--- src/rtl/mips_mem_pkg.sv ---
// Shared definitions for the MEM-stage store path: size codes, FSM states and
// small decode helpers used by the store unit and its lane merger.
package mips_mem_pkg;

   localparam logic [1:0] SZ_BYTE = 2'b00;
   localparam logic [1:0] SZ_HALF = 2'b01;
   localparam logic [1:0] SZ_WORD = 2'b11;

   typedef enum logic [2:0] {
      ST_IDLE  = 3'd0,
      ST_READ  = 3'd1,
      ST_MERGE = 3'd2,
      ST_WRITE = 3'd3,
      ST_DONE  = 3'd4
   } store_state_e;

   // Code 2'b10 is not a real size; it is handled as a full word.
   function automatic logic size_is_word(input logic [1:0] size);
      return (size != SZ_BYTE) && (size != SZ_HALF);
   endfunction

   function automatic logic addr_misaligned(input logic [1:0] size, input logic [1:0] lane);
      logic bad;
      bad = 1'b0;
      if (size == SZ_HALF) bad = lane[0];
      else if (size_is_word(size)) bad = (lane != 2'b00);
      return bad;
   endfunction

endpackage

--- src/rtl/mem_store_unit_if.sv ---
// Pipeline/memory bundle of the store unit. The o_MEM_AddrErr signal only
// exists when MEM_ALIGN_CHECK_EN is defined.
interface mem_store_unit_if #(
   parameter int NBITS    = 32,
   parameter int ADDRBITS = 10,
   parameter int TNBITS   = 2
);
   logic                i_MEM_Store;
   logic [TNBITS-1:0]   i_MEM_SizeFiltroS;
   logic [NBITS-1:0]    i_MEM_Addr;
   logic [NBITS-1:0]    i_MEM_Data;
   logic [NBITS-1:0]    i_MEM_MemData;
   logic [ADDRBITS-1:0] o_MEM_Addr;
   logic                o_MEM_ReadEn;
   logic                o_MEM_WriteEn;
   logic [NBITS-1:0]    o_MEM_WriteData;
   logic                o_MEM_Stall;
   logic                o_MEM_Done;
`ifdef MEM_ALIGN_CHECK_EN
   logic                o_MEM_AddrErr;
`endif

   modport master (
`ifdef MEM_ALIGN_CHECK_EN
      input  o_MEM_AddrErr,
`endif
      output i_MEM_Store, i_MEM_SizeFiltroS, i_MEM_Addr, i_MEM_Data, i_MEM_MemData,
      input  o_MEM_Addr, o_MEM_ReadEn, o_MEM_WriteEn, o_MEM_WriteData, o_MEM_Stall, o_MEM_Done
   );

   modport slave (
`ifdef MEM_ALIGN_CHECK_EN
      output o_MEM_AddrErr,
`endif
      input  i_MEM_Store, i_MEM_SizeFiltroS, i_MEM_Addr, i_MEM_Data, i_MEM_MemData,
      output o_MEM_Addr, o_MEM_ReadEn, o_MEM_WriteEn, o_MEM_WriteData, o_MEM_Stall, o_MEM_Done
   );

endinterface

--- src/rtl/store_lane_merge.sv ---
// Combinational sub-word merge: replaces the addressed byte/half lane of the
// old memory word with the LSBs of the store data (little-endian lanes).
module store_lane_merge
   import mips_mem_pkg::*;
#(
   parameter int NBITS     = 32,
   parameter int BYTENBITS = 8,
   parameter int HWORDBITS = 16,
   parameter int TNBITS    = 2
) (
   input  logic [NBITS-1:0]  i_old_word,
   input  logic [NBITS-1:0]  i_new_data,
   input  logic [TNBITS-1:0] i_size,
   input  logic [1:0]        i_lane,
   output logic [NBITS-1:0]  o_merged
);

   always_comb begin
      o_merged = i_old_word;
      case (i_size)
         SZ_BYTE: o_merged[BYTENBITS*int'(i_lane) +: BYTENBITS] = i_new_data[BYTENBITS-1:0];
         SZ_HALF: o_merged[HWORDBITS*int'(i_lane[1]) +: HWORDBITS] = i_new_data[HWORDBITS-1:0];
         default: o_merged = i_new_data;
      endcase
   end

endmodule

--- src/rtl/mem_store_unit.sv ---
// MEM-stage store writer for a word-wide memory without byte enables; sub-word
// stores are read-modify-write. Optional feature macro: MEM_ALIGN_CHECK_EN.
//
//  state | meaning
//  IDLE  | waiting for a store; latches addr/data/size on accept
//  READ  | ReadEn strobe to fetch the word holding the target lane
//  MERGE | WriteEn with the read word and the new lane spliced in
//  WRITE | WriteEn with the latched full word
//  DONE  | Done pulse; pipeline stall released
module mem_store_unit
   import mips_mem_pkg::*;
#(
   parameter int NBITS     = 32,
   parameter int BYTENBITS = 8,
   parameter int HWORDBITS = 16,
   parameter int ADDRBITS  = 10,
   parameter int TNBITS    = 2
) (
   input logic          i_clk,
   input logic          i_reset,
   mem_store_unit_if.slave mem
);

   store_state_e        state_q, state_d;
   logic [ADDRBITS+1:0] addr_q, addr_d;
   logic [NBITS-1:0]    data_q, data_d;
   logic [TNBITS-1:0]   size_q, size_d;
   logic                read_en_q, read_en_d;
   logic                write_en_q, write_en_d;
   logic                done_q, done_d;
   logic                addr_err_q, addr_err_d;
   logic                req_bad;
   logic [NBITS-1:0]    merged;
   logic [NBITS-1:0]    write_data;
   logic                unused_addr_hi;

   assign unused_addr_hi = ^mem.i_MEM_Addr[NBITS-1:ADDRBITS+2];

`ifdef MEM_ALIGN_CHECK_EN
   assign req_bad = addr_misaligned(mem.i_MEM_SizeFiltroS, mem.i_MEM_Addr[1:0]);
`else
   assign req_bad = 1'b0;
`endif

   store_lane_merge #(
      .NBITS     (NBITS),
      .BYTENBITS (BYTENBITS),
      .HWORDBITS (HWORDBITS),
      .TNBITS    (TNBITS)
   ) u_merge (
      .i_old_word (mem.i_MEM_MemData),
      .i_new_data (data_q),
      .i_size     (size_q),
      .i_lane     (addr_q[1:0]),
      .o_merged   (merged)
   );

   always_comb begin
      state_d    = state_q;
      addr_d     = addr_q;
      data_d     = data_q;
      size_d     = size_q;
      addr_err_d = 1'b0;
      unique case (state_q)
         ST_IDLE: begin
            if (mem.i_MEM_Store) begin
               addr_d = mem.i_MEM_Addr[ADDRBITS+1:0];
               data_d = mem.i_MEM_Data;
               size_d = mem.i_MEM_SizeFiltroS;
               if (req_bad) begin
                  state_d    = ST_DONE;
                  addr_err_d = 1'b1;
               end else if (size_is_word(mem.i_MEM_SizeFiltroS)) begin
                  state_d = ST_WRITE;
               end else begin
                  state_d = ST_READ;
               end
            end
         end
         ST_READ:  state_d = ST_MERGE;
         ST_MERGE: state_d = ST_DONE;
         ST_WRITE: state_d = ST_DONE;
         ST_DONE:  state_d = ST_IDLE;
         default:  state_d = ST_IDLE;
      endcase
      // Strobes are registered copies of the next-state decode, so they line up with state_q.
      read_en_d  = (state_d == ST_READ);
      write_en_d = (state_d == ST_MERGE) || (state_d == ST_WRITE);
      done_d     = (state_d == ST_DONE);
   end

   always_ff @(posedge i_clk) begin
      if (i_reset) begin
         state_q    <= ST_IDLE;
         addr_q     <= '0;
         data_q     <= '0;
         size_q     <= '0;
         read_en_q  <= 1'b0;
         write_en_q <= 1'b0;
         done_q     <= 1'b0;
         addr_err_q <= 1'b0;
      end else begin
         state_q    <= state_d;
         addr_q     <= addr_d;
         data_q     <= data_d;
         size_q     <= size_d;
         read_en_q  <= read_en_d;
         write_en_q <= write_en_d;
         done_q     <= done_d;
         addr_err_q <= addr_err_d;
      end
   end

   // Merge data comes from the memory read port in the MERGE cycle, so this path stays combinational.
   always_comb begin
      write_data = '0;
      if (state_q == ST_MERGE) write_data = merged;
      else if (state_q == ST_WRITE) write_data = data_q;
   end

   assign mem.o_MEM_Addr      = addr_q[ADDRBITS+1:2];
   assign mem.o_MEM_ReadEn    = read_en_q;
   assign mem.o_MEM_WriteEn   = write_en_q;
   assign mem.o_MEM_WriteData = write_data;
   assign mem.o_MEM_Done      = done_q;
   assign mem.o_MEM_Stall     = mem.i_MEM_Store & (state_q != ST_DONE);
`ifdef MEM_ALIGN_CHECK_EN
   assign mem.o_MEM_AddrErr   = addr_err_q;
`else
   logic unused_err;
   assign unused_err = addr_err_q;
`endif

endmodule
--- src/flat_wrapper.sv ---
// flat-port wrapper written by rule: the top's interface ports become plain ports
module mem_store_unit_flat import mips_mem_pkg::*;
#(
   parameter int NBITS     = 32,
   parameter int BYTENBITS = 8,
   parameter int HWORDBITS = 16,
   parameter int ADDRBITS  = 10,
   parameter int TNBITS    = 2
)
  (i_clk, i_reset, mem_i_MEM_Store, mem_i_MEM_SizeFiltroS, mem_i_MEM_Addr, mem_i_MEM_Data, mem_i_MEM_MemData, mem_o_MEM_Addr, mem_o_MEM_ReadEn, mem_o_MEM_WriteEn, mem_o_MEM_WriteData, mem_o_MEM_Stall, mem_o_MEM_Done);
  mem_store_unit_if #(.NBITS(NBITS), .ADDRBITS(ADDRBITS), .TNBITS(TNBITS)) mem_i ();
  input logic i_clk;
  input logic i_reset;
  input wire logic [$bits(mem_i.i_MEM_Store)-1:0] mem_i_MEM_Store;
  input wire logic [$bits(mem_i.i_MEM_SizeFiltroS)-1:0] mem_i_MEM_SizeFiltroS;
  input wire logic [$bits(mem_i.i_MEM_Addr)-1:0] mem_i_MEM_Addr;
  input wire logic [$bits(mem_i.i_MEM_Data)-1:0] mem_i_MEM_Data;
  input wire logic [$bits(mem_i.i_MEM_MemData)-1:0] mem_i_MEM_MemData;
  output wire logic [$bits(mem_i.o_MEM_Addr)-1:0] mem_o_MEM_Addr;
  output wire logic [$bits(mem_i.o_MEM_ReadEn)-1:0] mem_o_MEM_ReadEn;
  output wire logic [$bits(mem_i.o_MEM_WriteEn)-1:0] mem_o_MEM_WriteEn;
  output wire logic [$bits(mem_i.o_MEM_WriteData)-1:0] mem_o_MEM_WriteData;
  output wire logic [$bits(mem_i.o_MEM_Stall)-1:0] mem_o_MEM_Stall;
  output wire logic [$bits(mem_i.o_MEM_Done)-1:0] mem_o_MEM_Done;
  assign mem_i.i_MEM_Store = mem_i_MEM_Store;
  assign mem_i.i_MEM_SizeFiltroS = mem_i_MEM_SizeFiltroS;
  assign mem_i.i_MEM_Addr = mem_i_MEM_Addr;
  assign mem_i.i_MEM_Data = mem_i_MEM_Data;
  assign mem_i.i_MEM_MemData = mem_i_MEM_MemData;
  assign mem_o_MEM_Addr = mem_i.o_MEM_Addr;
  assign mem_o_MEM_ReadEn = mem_i.o_MEM_ReadEn;
  assign mem_o_MEM_WriteEn = mem_i.o_MEM_WriteEn;
  assign mem_o_MEM_WriteData = mem_i.o_MEM_WriteData;
  assign mem_o_MEM_Stall = mem_i.o_MEM_Stall;
  assign mem_o_MEM_Done = mem_i.o_MEM_Done;
  mem_store_unit #(.NBITS(NBITS), .BYTENBITS(BYTENBITS), .HWORDBITS(HWORDBITS), .ADDRBITS(ADDRBITS), .TNBITS(TNBITS)) u_core (.i_clk(i_clk), .i_reset(i_reset), .mem(mem_i));
endmodule
--- config.mk ---
export PLATFORM = sky130hd
export DESIGN_NAME = mem_store_unit_flat
export DESIGN_NICKNAME = d
export VERILOG_FILES = /design/src/rtl/mips_mem_pkg.sv /design/src/rtl/mem_store_unit_if.sv /design/src/rtl/store_lane_merge.sv /design/src/rtl/mem_store_unit.sv /design/src/flat_wrapper.sv
export SDC_FILE = /design/constraint.sdc
export NUM_CORES = 1
export LEC_CHECK = 0
export ABC_AREA = 1
export CORE_MARGIN = 8
export CORE_UTILIZATION = 45
export CTS_BUF_LIST = sky130_fd_sc_hd__clkbuf_2 sky130_fd_sc_hd__clkbuf_4 sky130_fd_sc_hd__clkbuf_8
export DETAILED_ROUTE_END_ITERATION = 10
export PLACE_DENSITY = 0.85
export SLEW_MARGIN = 20
export SYNTH_ARGS = -nofsm -noshare
export SYNTH_HDL_FRONTEND = slang
export SYNTH_SLANG_ARGS = --single-unit
export TNS_END_PERCENT = 10
--- constraint.sdc ---
create_clock -name i_clk -period 3.6 [get_ports i_clk]
set_clock_uncertainty 0.1 [all_clocks]
set_input_delay 1.08 -clock i_clk [delete_from_list [all_inputs] [get_ports i_clk]]
set_output_delay 1.08 -clock i_clk [all_outputs]
set_load 0.05 [all_outputs]
==> metrics.md, run 1 <==
| Metric | Value |
|---|---|
| Outcome | `finished, final reports clean` |
| Initial antenna violation count | `0` |
| Cells after synthesis | `657` |
| Max-cap viol count | `0` |
| Core region area | `8090 um2` |
| Library cells used by synthesis | `27` |
| H-tree level count | `2` |
| Cell taking the most area after synthesis | `nand2_1` |
| Die W | `107 um` |
| Layout cell share with drive strength beyond 1 | `0.101` |
| #FFs+latches synth | `52` |
| CTS clk-pin slew, worst paths | `0.11 ns` |
| Largest net degree at the start of global routing | `61` |
| Total GRT Usage | `0.229` |
| Post-Syn Area | `3710 um2` |
| Vias in the first global route | `4409` |
| Placed Area | `5250 um2` |
| Peak Freq | `290 MHz` |
| CTS tree | `done` |
| Root Buffer | `clkbuf_8` |
| Die Ht | `107 um` |
| Synth top area share | `0.360` |
| Synth Flop Type | `dfxtp_1` |
| Setup TNS | `0 ns` |
| Vias | `4399` |
| Final nets | `861` |
| Final GP Congestion | `0.878` |
| Fin area | `5390 um2` |
| Starting Density | `0.459` |
| # rows | `33` |
| Final period utilization | `0.957` |
| DP HPWL | `about 10 mm` |
| Hold Fails Final Rpt | `0` |
| Least-Margin Pin Slew | `1.02 ns` |
| CTS Sinks | `52` |
| WS Path Type | `input port to output pin` |
| Drt pass-1 iters | `5` |
| Top Ports | `147` |
| Finish-stage setup viols | `0` |
| # diodes | `0` |
| Minimum clock period | `approximately 3.4 ns` |
| DRC violations left | `0` |
| P&R area growth vs syn | `45.2%` |
| Largest cells by area after synthesis | `nand2_1 36%, dfxtp_1 28%, nor2_1 5.1%` |
| Synth top cells by count | `356 x nand2_1, 52 x dfxtp_1, 50 x nor2_1` |
| Leakage power | `0.00251 uW` |
| Peak supply drop | `0.216 mV` |
| Routed length per instance | `15.3 um` |
| Slew margin rel. | `0.317` |
| Fin util | `0.666` |
| Yosys Warn Count | `0` |
| CP max FO | `2` |
| GR Overflow Total | `0` |
| Inserted Clock Buffers | `5` |
| Critical Path Sink Type | `output pin` |
| Post-synth EDFFs | `0` |
| Remaining antenna violation count after routing | `0` |
| Post-synth ARST share | `0` |
| Final slew viol count | `0` |
| Synth Net Count | `763` |
| Sequential-to-total area share from yosys stat | `0.280` |
| # fillers | `728` |
| CP Data Arrival Time | `2.27 ns` |
| Total Routed Length | `13.2 mm` |
| Unrepaired setup endpoints after global routing | `false` |
| Fin cells | `between 800 and 900` |
| DIE AREA | `11400 um2` |
| Cell total after placement | `853` |
| Required @ worst endpoint | `2.42 ns` |
| Global-route wire length before repair | `between 20 and 25 mm` |
| HP Class | `register to register` |
| Max Root-Sink Buffers | `2` |
| PortBufs | `126` |
| Vias per inst | `5.11` |
| Later-pin clock latency in the skew report | `0.32 ns` |
| Initial drt markers | `266` |
| CP startpoint kind | `input port` |
| Avg Cell Area, Syn | `5.65 um2` |
| Count leader, synth | `nand2_1` |
| Pwr Density | `337 nW/um2` |
## worst max-delay path: stages
cell	delay, ns
clkdlybuf4s50_1	0.48
nand2_1	0.10
nand2_1	0.05
a22oi_1	0.14
nand2_1	0.07
nand2_1	0.06
nand2_1	0.11
buf_12	0.17
## sequential cells by signal (all words and copies together), names as in the netlist
signal / flops
u_core.mem.o_MEM_ReadEn: 1
u_core.mem.o_MEM_Done: 1
u_core.addr_q: 12
u_core.size_q: 2
u_core.state_q: 3
u_core.data_q: 32
u_core.mem.o_MEM_WriteEn: 1
## layout by cell type (no fill, tap or decap), types with 8 or more instances in the layout
cell type / instances
nand2_1: 356
clkdlybuf4s50_1: 92
dfxtp_1: 52
nor2_1: 48
a21oi_1: 37
buf_12: 33
inv_1: 23
o21ai_0: 19
nand3_1: 16
a211oi_1: 12
a21boi_1: 11
buf_4: 9
inv_2: 8
## repair_timing
item | in CTS | in global routing
hold endpoints to repair | 0 | 0
gates resized for setup | 0 | 8
setup endpoints to repair | 0 | 24
setup buffers | 0 | 0
hold buffers | 0 | 0
## cell type report
| cell class | instances | area, um2 | share of cell area |
|---|---|---|---|
| Multi-Input combinational cell | 527 | 2310 | 0.428 |
| Timing Repair Buffer | 135 | 1650 | 0.307 |
| Sequential cell | 52 | 1040 | 0.193 |
| Inverter | 34 | 136 | 0.0253 |
| Tap cell | 105 | 131 | 0.0244 |
| Clock buffer | 5 | 68.8 | 0.0128 |
| Clock inverter | 3 | 50.0 | 0.00929 |
## cell families (layout without fill, tap and decap cells)
kind of cell / count (synthesis) / in the layout / share of synthesized area
flops: 52 / 52 / 0.280
compound gates: 90 / 90 / 0.148
simple gates: 432 / 432 / 0.452
buf+inv: 78 / 177 / 0.103
fa+ha+maj: 5 / 5 / 0.0169
## metal layers
metal,routed length [um],vias to the layer above,GRT usage
met5,0,-,0
met4,315,0,0.0794
met3,1460,24,0.0846
met2,6080,207,0.374
met1,5340,1936,0.269
li1,-,2232,-
## where the power goes
part	switching, uW	internal [uW]
logic	436	277
clock network	232	215
registers	35.4	621
total	703	1110
## stage by stage
| stage | setup WS (ns) | power, uW | hold WS [ns] |
|---|---|---|---|
| finish | 0.153 | 1820 | 0.373 |
| global route | 0.0430 | 1910 | 0.388 |
| CTS | 0.00116 | 1810 | 0.373 |
| detailed placement | 0.179 | 1370 | 0.357 |
| global placement | 0.165 | 1350 | 0.352 |
| floorplan | 0.326 | 1090 | 0.345 |
## final timing paths
path	end	from	cells after the start	slack [ns]
worst max register to register	u_core.mem.o_MEM_ReadEn	u_core.state_q[1]	6	1.91
worst min-delay path	u_core.data_q[16]	u_core.data_q[16]	2	0.37
worst max-delay path	mem_o_MEM_WriteData[15]	mem_i_MEM_MemData[15]	8	0.15
worst min register to register	u_core.data_q[16]	u_core.data_q[16]	2	0.37
Note: power is estimated with default switching activity, not from simulation.
==> inputs of run 2 (changes only) <==
--- a/config.mk
+++ b/config.mk
@@ -10,6 +10,7 @@
 export CORE_UTILIZATION = 45
 export CTS_BUF_LIST = sky130_fd_sc_hd__clkbuf_2 sky130_fd_sc_hd__clkbuf_4 sky130_fd_sc_hd__clkbuf_8
 export DETAILED_ROUTE_END_ITERATION = 10
+export HOLD_SLACK_MARGIN = 0.03
 export PLACE_DENSITY = 0.85
 export SLEW_MARGIN = 20
 export SYNTH_ARGS = -nofsm -noshare
==> results of run 2 <==
Final layout, timing and power as in run 1 (identical DEF).
